[config.mk]
export PLATFORM = sky130hd
export DESIGN_NAME = fetch_queue_ss_flat
export DESIGN_NICKNAME = d
export VERILOG_FILES = /design/src/rtl/fetch_queue_ss_if.sv /design/src/rtl/fetch_queue_ss.sv /design/src/flat_wrapper.sv
export SDC_FILE = /design/constraint.sdc
export NUM_CORES = 1
export LEC_CHECK = 0
export BUFFER_PORTS_ARGS = -buffer_cell sky130_fd_sc_hd__buf_2
export CAP_MARGIN = 20
export CORE_ASPECT_RATIO = 1.1
export CORE_MARGIN = 2
export CORE_UTILIZATION = 55
export DETAILED_ROUTE_END_ITERATION = 7
export PLACE_DENSITY_LB_ADDON = 0.08
export SLEW_MARGIN = 20
export SYNTH_ARGS = -nofsm -noshare
export SYNTH_HDL_FRONTEND = slang
export SYNTH_SLANG_ARGS = --single-unit
export TNS_END_PERCENT = 10
[constraint.sdc]
create_clock -name clk -period 6.63 [get_ports clk]
set_input_delay 0.663 -clock clk [delete_from_list [all_inputs] [get_ports clk]]
set_output_delay 0.663 -clock clk [all_outputs]
set_load 0.05 [all_outputs]
[src/rtl/fetch_queue_ss_if.sv]
// Fetch-stage bus: instruction memory port, decode handshake and head-pair outputs.
// master = fetch queue, slave = memory/decode/control side.
interface fetch_queue_ss_if #(
    parameter int DEPTH = 4
);
    localparam int CW = $clog2(DEPTH + 1);

    logic [31:0]   imem_addr;
    logic [63:0]   imem_data;
    logic          stall;
    logic          redirect;
    logic [31:0]   redirect_pc;
    logic [31:0]   InstrD1;
    logic [31:0]   InstrD2;
    logic          valid1;
    logic          valid2;
    logic [31:0]   pcD;
    logic [CW-1:0] count;

    modport master (
        output imem_addr, InstrD1, InstrD2, valid1, valid2, pcD, count,
        input  imem_data, stall, redirect, redirect_pc
    );

    modport slave (
        input  imem_addr, InstrD1, InstrD2, valid1, valid2, pcD, count,
        output imem_data, stall, redirect, redirect_pc
    );
endinterface

[src/rtl/fetch_queue_ss.sv]
// Dual-issue fetch stage: owns the fetch PC and buffers fetched
// instruction pairs in a small FIFO ahead of the two decode lanes.
module fetch_queue_ss #(
    parameter int          DEPTH    = 4,
    parameter logic [31:0] RESET_PC = 32'h0
) (
    input logic             clk,
    input logic             reset,
    fetch_queue_ss_if.master bus
);
    localparam int AW = $clog2(DEPTH);
    localparam int CW = $clog2(DEPTH + 1);

    typedef struct packed {
        logic [31:0] slot1;
        logic [31:0] slot0;
        logic [31:0] pairPc;
        logic        v1;
        logic        v0;
    } entry_t;

    entry_t        q [DEPTH];
    logic [AW-1:0] wrPtr;
    logic [AW-1:0] rdPtr;
    logic [CW-1:0] cnt;
    logic [31:0]   fpc;
    logic [31:0]   pairAddr;
    logic          full;
    logic          empty;
    logic          push;
    logic          pop;
    entry_t        head;

    assign pairAddr = fpc & ~32'h7;
    assign full     = (cnt == CW'(DEPTH));
    assign empty    = (cnt == '0);
    assign pop      = ~bus.stall & ~empty;
    // A full queue still accepts a pair when the head leaves this cycle.
    assign push     = ~bus.redirect & (~full | pop);

    always_ff @(posedge clk) begin
        if (reset) begin
            fpc   <= RESET_PC;
            wrPtr <= '0;
            rdPtr <= '0;
            cnt   <= '0;
        end else if (bus.redirect) begin
            fpc   <= bus.redirect_pc & ~32'h3;
            wrPtr <= '0;
            rdPtr <= '0;
            cnt   <= '0;
        end else begin
            if (push) begin
                wrPtr <= wrPtr + 1'b1;
                fpc   <= pairAddr + 32'd8;
            end
            if (pop) begin
                rdPtr <= rdPtr + 1'b1;
            end
            cnt <= cnt + CW'(push) - CW'(pop);
        end
    end

    // Storage needs no reset: nothing is visible until count says so.
    always_ff @(posedge clk) begin
        if (!reset && push) begin
            q[wrPtr] <= '{
                slot1:  bus.imem_data[63:32],
                slot0:  bus.imem_data[31:0],
                pairPc: pairAddr,
                v1:     1'b1,
                v0:     ~fpc[2]
            };
        end
    end

    assign head = q[rdPtr];

    assign bus.imem_addr = pairAddr;
    assign bus.count     = cnt;
    assign bus.valid1    = ~empty & head.v0;
    assign bus.valid2    = ~empty & head.v1;
    assign bus.InstrD1   = (~empty & head.v0) ? head.slot0 : 32'h0;
    assign bus.InstrD2   = (~empty & head.v1) ? head.slot1 : 32'h0;
    assign bus.pcD       = empty ? 32'h0 : head.pairPc;
endmodule
[src/flat_wrapper.sv]
// flat-port wrapper written by rule: the top's interface ports become plain ports
module fetch_queue_ss_flat 
#(
    parameter int          DEPTH    = 4,
    parameter logic [31:0] RESET_PC = 32'h0
)
  (clk, reset, bus_imem_addr, bus_InstrD1, bus_InstrD2, bus_valid1, bus_valid2, bus_pcD, bus_count, bus_imem_data, bus_stall, bus_redirect, bus_redirect_pc);
  fetch_queue_ss_if #(.DEPTH(DEPTH)) bus_i ();
  input logic clk;
  input logic reset;
  output wire logic [$bits(bus_i.imem_addr)-1:0] bus_imem_addr;
  output wire logic [$bits(bus_i.InstrD1)-1:0] bus_InstrD1;
  output wire logic [$bits(bus_i.InstrD2)-1:0] bus_InstrD2;
  output wire logic [$bits(bus_i.valid1)-1:0] bus_valid1;
  output wire logic [$bits(bus_i.valid2)-1:0] bus_valid2;
  output wire logic [$bits(bus_i.pcD)-1:0] bus_pcD;
  output wire logic [$bits(bus_i.count)-1:0] bus_count;
  input wire logic [$bits(bus_i.imem_data)-1:0] bus_imem_data;
  input wire logic [$bits(bus_i.stall)-1:0] bus_stall;
  input wire logic [$bits(bus_i.redirect)-1:0] bus_redirect;
  input wire logic [$bits(bus_i.redirect_pc)-1:0] bus_redirect_pc;
  assign bus_imem_addr = bus_i.imem_addr;
  assign bus_InstrD1 = bus_i.InstrD1;
  assign bus_InstrD2 = bus_i.InstrD2;
  assign bus_valid1 = bus_i.valid1;
  assign bus_valid2 = bus_i.valid2;
  assign bus_pcD = bus_i.pcD;
  assign bus_count = bus_i.count;
  assign bus_i.imem_data = bus_imem_data;
  assign bus_i.stall = bus_stall;
  assign bus_i.redirect = bus_redirect;
  assign bus_i.redirect_pc = bus_redirect_pc;
  fetch_queue_ss #(.DEPTH(DEPTH), .RESET_PC(RESET_PC)) u_core (.clk(clk), .reset(reset), .bus(bus_i));
endmodule
## Word level (Yosys, flattened, before mapping)

Memories as Yosys holds them, arrays and structs flattened. A register that Yosys moved wholly into a read port is not among the register bits.
Index checks and enable logic that the tools add are counted.

- Add/sub/neg operators: 5
- Equal/unequal tests: 1
- Mux-type cells: 9
- Bitwise gates (word level): 10
- Reduce and logical (&&, ||, !) cells: 5

Operators with widths:

| operator | number |
|---|---|
| $mux 32 | 5 |
| $add 32x4->32 const B | 1 |
| $not 1->1 | 5 |
| $add 2x1->2 const B | 2 |
| $mux 2 | 2 |
| $add 3x1->3 | 1 |
| $and 1x1->1 | 3 |
| $eq 3x3->1 const B | 1 |
| $logic_not 3->1 | 1 |
| $sub 3x1->3 | 1 |
| $mux 1 | 2 |
| $reduce_bool 2->1 | 1 |
| $reduce_or 2->1 | 1 |
| $and 1x1->1 const B | 1 |
| $logic_and 1x1->1 | 1 |
| $logic_not 1->1 | 1 |
| $or 1x1->1 | 1 |

- Flip-flop bits (word level): 39
- RAM bits: 376
- Input bits: 100
- Logic and storage cells: 36
- Memories kept: 1

Memories:

| memory | words | bits a word | rd ports | clocked after Yosys merged registers in | write ports | line | source |
|---|---|---|---|---|---|---|---|
| u_core.q | 4 | 94 | 1 | 1 | 1 | fetch_queue_ss.sv:22 | `entry_t q [DEPTH];` |

## Depth between registers and ports, before layout

- Depth in word-level cells: 8
- Gate-level depth with buffers: 10
- Depth with buffers taken out: 10

## Least setup slack after synthesis

OpenSTA, ideal clock, no wires.

- Kind: reg-to-reg
- From: register u_core.cnt[1] (netlist: u_core.bus.count[1])
- To: memory u_core.q[0][0] in the netlist's numbering, enable pin
- Setup time: 464 ps
- Arrival: 3500 ps
- Data required time: 6166 ps
- Setup slack: 2666 ps
- Stages on the path, launching flop included: 4
- Path buffers: 1
- Cells stage by stage: dfxtp_1 -> nand4bb_1 -> clkbuf_1 -> and3_1

- Word-level cells in the longest chain between the ends: 8

RTL lines:

| element | line | source |
|---|---|---|
| from (decl) | fetch_queue_ss.sv:25 | `logic [CW-1:0] cnt;` |
| from (signal assigned) | fetch_queue_ss.sv:60 | `cnt <= cnt + CW'(push) - CW'(pop);` |
| $logic_not 3->1 | fetch_queue_ss.sv:36 | `assign empty = (cnt == '0);` |
| $not 1->1 | fetch_queue_ss.sv:37 | `assign pop = ~bus.stall & ~empty;` |
| $and 1x1->1 | fetch_queue_ss.sv:37 |  |
| $or 1x1->1 * | fetch_queue_ss.sv:39 | `assign push = ~bus.redirect & (~full \| pop);` |
| $and 1x1->1 * | fetch_queue_ss.sv:39 |  |
| $logic_and 1x1->1 * | fetch_queue_ss.sv:66 | `if (!reset && push) begin` |
| $mux 1 * | fetch_queue_ss.sv:66 |  |
| $mux 1 (implied by the code) * | fetch_queue_ss.sv:67 | `q[wrPtr] <= '{` |
| to (decl) | fetch_queue_ss.sv:22 |  |

Every way passes the cells marked *; elsewhere a longest branch is shown, timed or not.

==> key figures <==
Run status
  – Outcome: finished, final reports clean

Floorplanning
  – I/O Pins: approximately 230
  – Die ar.: 0.0317 mm2
  – Number of rows in the core area: 66
  – Die width: 170 um
  – Die height: roughly 190 um
  – Initial core utilization: a little under three fifths
  – Area of the core: approximately 0.03 mm2

CTS
  – Maximum buffer depth of the clock tree: 3
  – Post-CTS Hold Fix Bufs: 0
  – TritonCTS clock tree: done
  – Clock insertion delay at the later pin of the skew report: about 0.53 ns
  – Clock transition at the registers of the reported paths: roughly 0.06 ns
  – Post-CTS setup-driven buffer insertion count: 0
  – Number of buffers added by the clock tree synthesis step: 42
  – Deepest level of the CTS H-tree: 2
  – Cells resized by post-CTS repair: 0
  – Clk sinks: 415
  – CTS Root Buffer Type: clkbuf_16

Yosys
  – Area contributors post-synth: edfxtp_1 68%, mux4_2 13%, dfxtp_1 4.7%
  – Cell variety after synth: between 40 and 50
  – Flip-flop and latch count after synthesis: slightly above 400
  – Syn Inst Count: around 900
  – Syn avg cell area: around 18 um2
  – Yosys synthesis warning count: 0
  – Ys flop type: edfxtp_1
  – Sequential element share of the synthesized area: 72.4%
  – Synth top cells by count: 376 x edfxtp_1, 94 x mux4_2, 63 x and2_1
  – Most frequently used cell type in the post-synthesis netlist: edfxtp_1
  – Share of the synthesized area in the top cell type: slightly below 70%
  – Leading area contributor after synthesis: edfxtp_1
  – Fraction of synthesis flops using an asynchronous set or reset pin: 0%
  – Number of enable flip-flop cells after synthesis: around 380
  – Synth Cell Area: 0.0167 mm2

Timing
  – Period minus WS final: about 3.6 ns
  – Period utilisation layout: a little over half
  – Endpoints failing setup: 0
  – Highest clock rate: about 280 MHz
  – Pin slew with the least headroom to its limit: 1.06 ns
  – Hold Violations, Final: 0
  – Setup Skew: about 0.016 ns
  – Worst hold margin: between 0.3 and 0.4 ns
  – RSZ-0062 raised after global routing: no
  – Accumulated negative setup slack: 0 ns
  – Number of slew-limit violations in the final report: 0
  – Worst slew margin relative to its limit: between 20 and 30%
  – PnR worst setup slack: 3.05 ns

Critical path
  – Worst reg-to-reg path cell count: 3
  – Arrival time at the worst endpoint: 2.92 ns
  – R2r setup slk: 3.75 ns
  – Crit path max-delay cell type: dfxtp_4
  – Slowest stage delay, CP: roughly 0.84 ns
  – Crit path required time: between 5 and 6 ns
  – Worst Path Max Fanout: 48
  – Ordered cell list for the critical path: buf_4, mux4_2, and3_1, buf_2
  – Type of origin of the critical path: flip-flop
  – Startpoint of the worst register-to-register path: u_core.bus.count[1]
  – Worst reg2reg path endpoint: u_core.q[2][10]
  – Category of the critical setup timing path: flip-flop to output pin
  – Critical path endpoint category: output pin

Worst hold path
  – End point of the most critical hold path: u_core.q[2][66]
  – Worst Hold Class: input port to flip-flop
  – Worst Hold Launch: bus_imem_data[36]
  – Min-Delay Path Depth: 1

GRT
  – GR Util All Layers: 21.2%
  – Met2 Use GR: a little over a third
  – M1 GR Usage: just under 30%
  – Remaining Overflow, GRT: 0
  – Largest net degree at the start of global routing: just under 70
  – GRT Max-Usage Layer: met2
  – Number of antenna violations at the first check in global routing: 2
  – Met3 global-route usage: ~3.5%
  – First-pass GRT wire length: 51,400 um
  – Via count of the first global-routing pass: 8,997

Pwr
  – Clock power frac: approximately 36%
  – Sequential share of power: between 40% and 50%
  – Part of the total power dissipated in combinational logic: 14.5%
  – Leak: approximately 6.8 nW
  – Fraction of power spent switching nets: a little over a quarter
  – Cell internal power dissipation: between 4 and 5 mW
  – Power density over the cells: approximately 320 mW/mm2
  – Switching power total: ~1.6 mW
  – Worst VDD drop: roughly 0.00021 V

Placement
  – Worst setup slack after placement: between 3 and 4 ns
  – Port Buffer Count: approximately 220
  – Half-perimeter wire length of the detailed placement result: approximately 20,000 um
  – Final RePlAce weighted congestion: about 0.85

Layout
  – Net total in the final layout: 1,224
  – Growth of design area from synthesis to finish: 15.3%
  – Share of post-route cells with drive strength above 1: between 30% and 40%

Detailed routing
  – DR vias: 8,873
  – Routed vias/inst: between 5 and 6
  – Final wirelength: between 30,000 and 40,000 um
  – Routed wire length per instance: around 22 um
  – Antenna violation net count after detailed routing: 0
  – Count of routing violations after the opening detailed-route iteration: a little under 600
  – Number of DRC violations after detailed routing: 0
  – First drt pass iteration count: 5

Job
  – Count of maximum capacitance violations: 0
==> metrics by stage <==
step           utilization (%)  power, mW  instance area, um2  cells
2_1_floorplan                -       3.71               16700    923
3_3_place_gp              60.4       3.93               17900   1446
3_5_place_dp              60.4       3.94               17900   1446
4_1_cts                   64.7       6.14               19200   1523
5_1_grt                   64.7       6.29               19200   1524
6_report                  64.7       6.07               19200   1524
==> critical path, delay by kind of cell (launching register included) <==
| kind | cells | cell delay (ns) |
|---|---|---|
| buffers and inverters | 2 | 0.91 |
| flip-flops | 1 | 0.84 |
| multiplexers | 1 | 0.42 |
| AND/OR/NAND/NOR | 1 | 0.20 |
==> per-layer routing <==
layer / part of all wire (%) / vias to the layer above / wire length, um
met1: 43 / 4492 / 14500
met5: 0.039 / - / 13
met3: 5.6 / 46 / 1900
met2: 49 / 304 / 16600
li1: - / 4029 / -
met4: 1.8 / 2 / 597
==> cell usage in the layout, fill, tap and decap left out, drive strengths merged, types with 14 or more instances in the layout <==
| cell | count |
|---|---|
| and2 | 63 |
| and3 | 41 |
| buf | 234 |
| clkbuf | 59 |
| clkinv | 14 |
| dfxtp | 39 |
| edfxtp | 376 |
| inv | 15 |
| mux4 | 94 |
| nand2 | 22 |
| nand3 | 16 |
| nor2 | 35 |
==> layout make-up <==
class	instances	area, um2
Antenna cell	1	2.50
Clock inverter	18	140
Sequential cell	415	12100
Inverter	14	52.6
Multi-Input combinational cell	409	4130
Timing Repair Buffer	234	1210
Fill cell	2077	10500
Tap cell	374	468
Clock buffer	59	1150
==> power groups by stage <==
stage                     Sequential [mW]  Clock [mW]  Combinational, mW
final                                2.99        2.20              0.878
after global routing                 3.00        2.36              0.929
after CTS                            2.99        2.25              0.890
after detailed placement             3.05           0              0.889
after global placement               3.04           0              0.885
after floorplan                      3.03           0              0.672
==> cells by family after synthesis <==
family / synth area share [%]
other: 0.0225
adders and majority gates: 0.645
AOI/OAI and AO/OA: 2.41
buffers and inverters: 3.10
muxes: 12.7
xor gates and xnor gates: 0.682
and+or+nand+nor: 8.09
DFF: 72.4
==> worst max-delay path by stage <==
stage                              from               to  slack (ns)  cells after the start
global placement                  reset  u_core.q[2][79]        3.30                      4
detailed placement                reset  u_core.q[0][23]        3.29                      4
floorplan           u_core.bus.count[1]   u_core.q[0][0]        2.67                      3
finish                        flip-flop  bus_InstrD1[29]        3.05                      4
global route                  flip-flop  bus_InstrD1[25]        2.89                      4
CTS                           flip-flop  bus_InstrD1[25]        2.98                      4
==> sequential cells by signal, summed over array words and instances (netlist names), named ones only <==
name / count
u_core.wrPtr: 2
u_core.rdPtr: 2
u_core.bus.count: 3
u_core.q: 376
u_core.fpc: 30
Power figures use the tool's default switching activity.
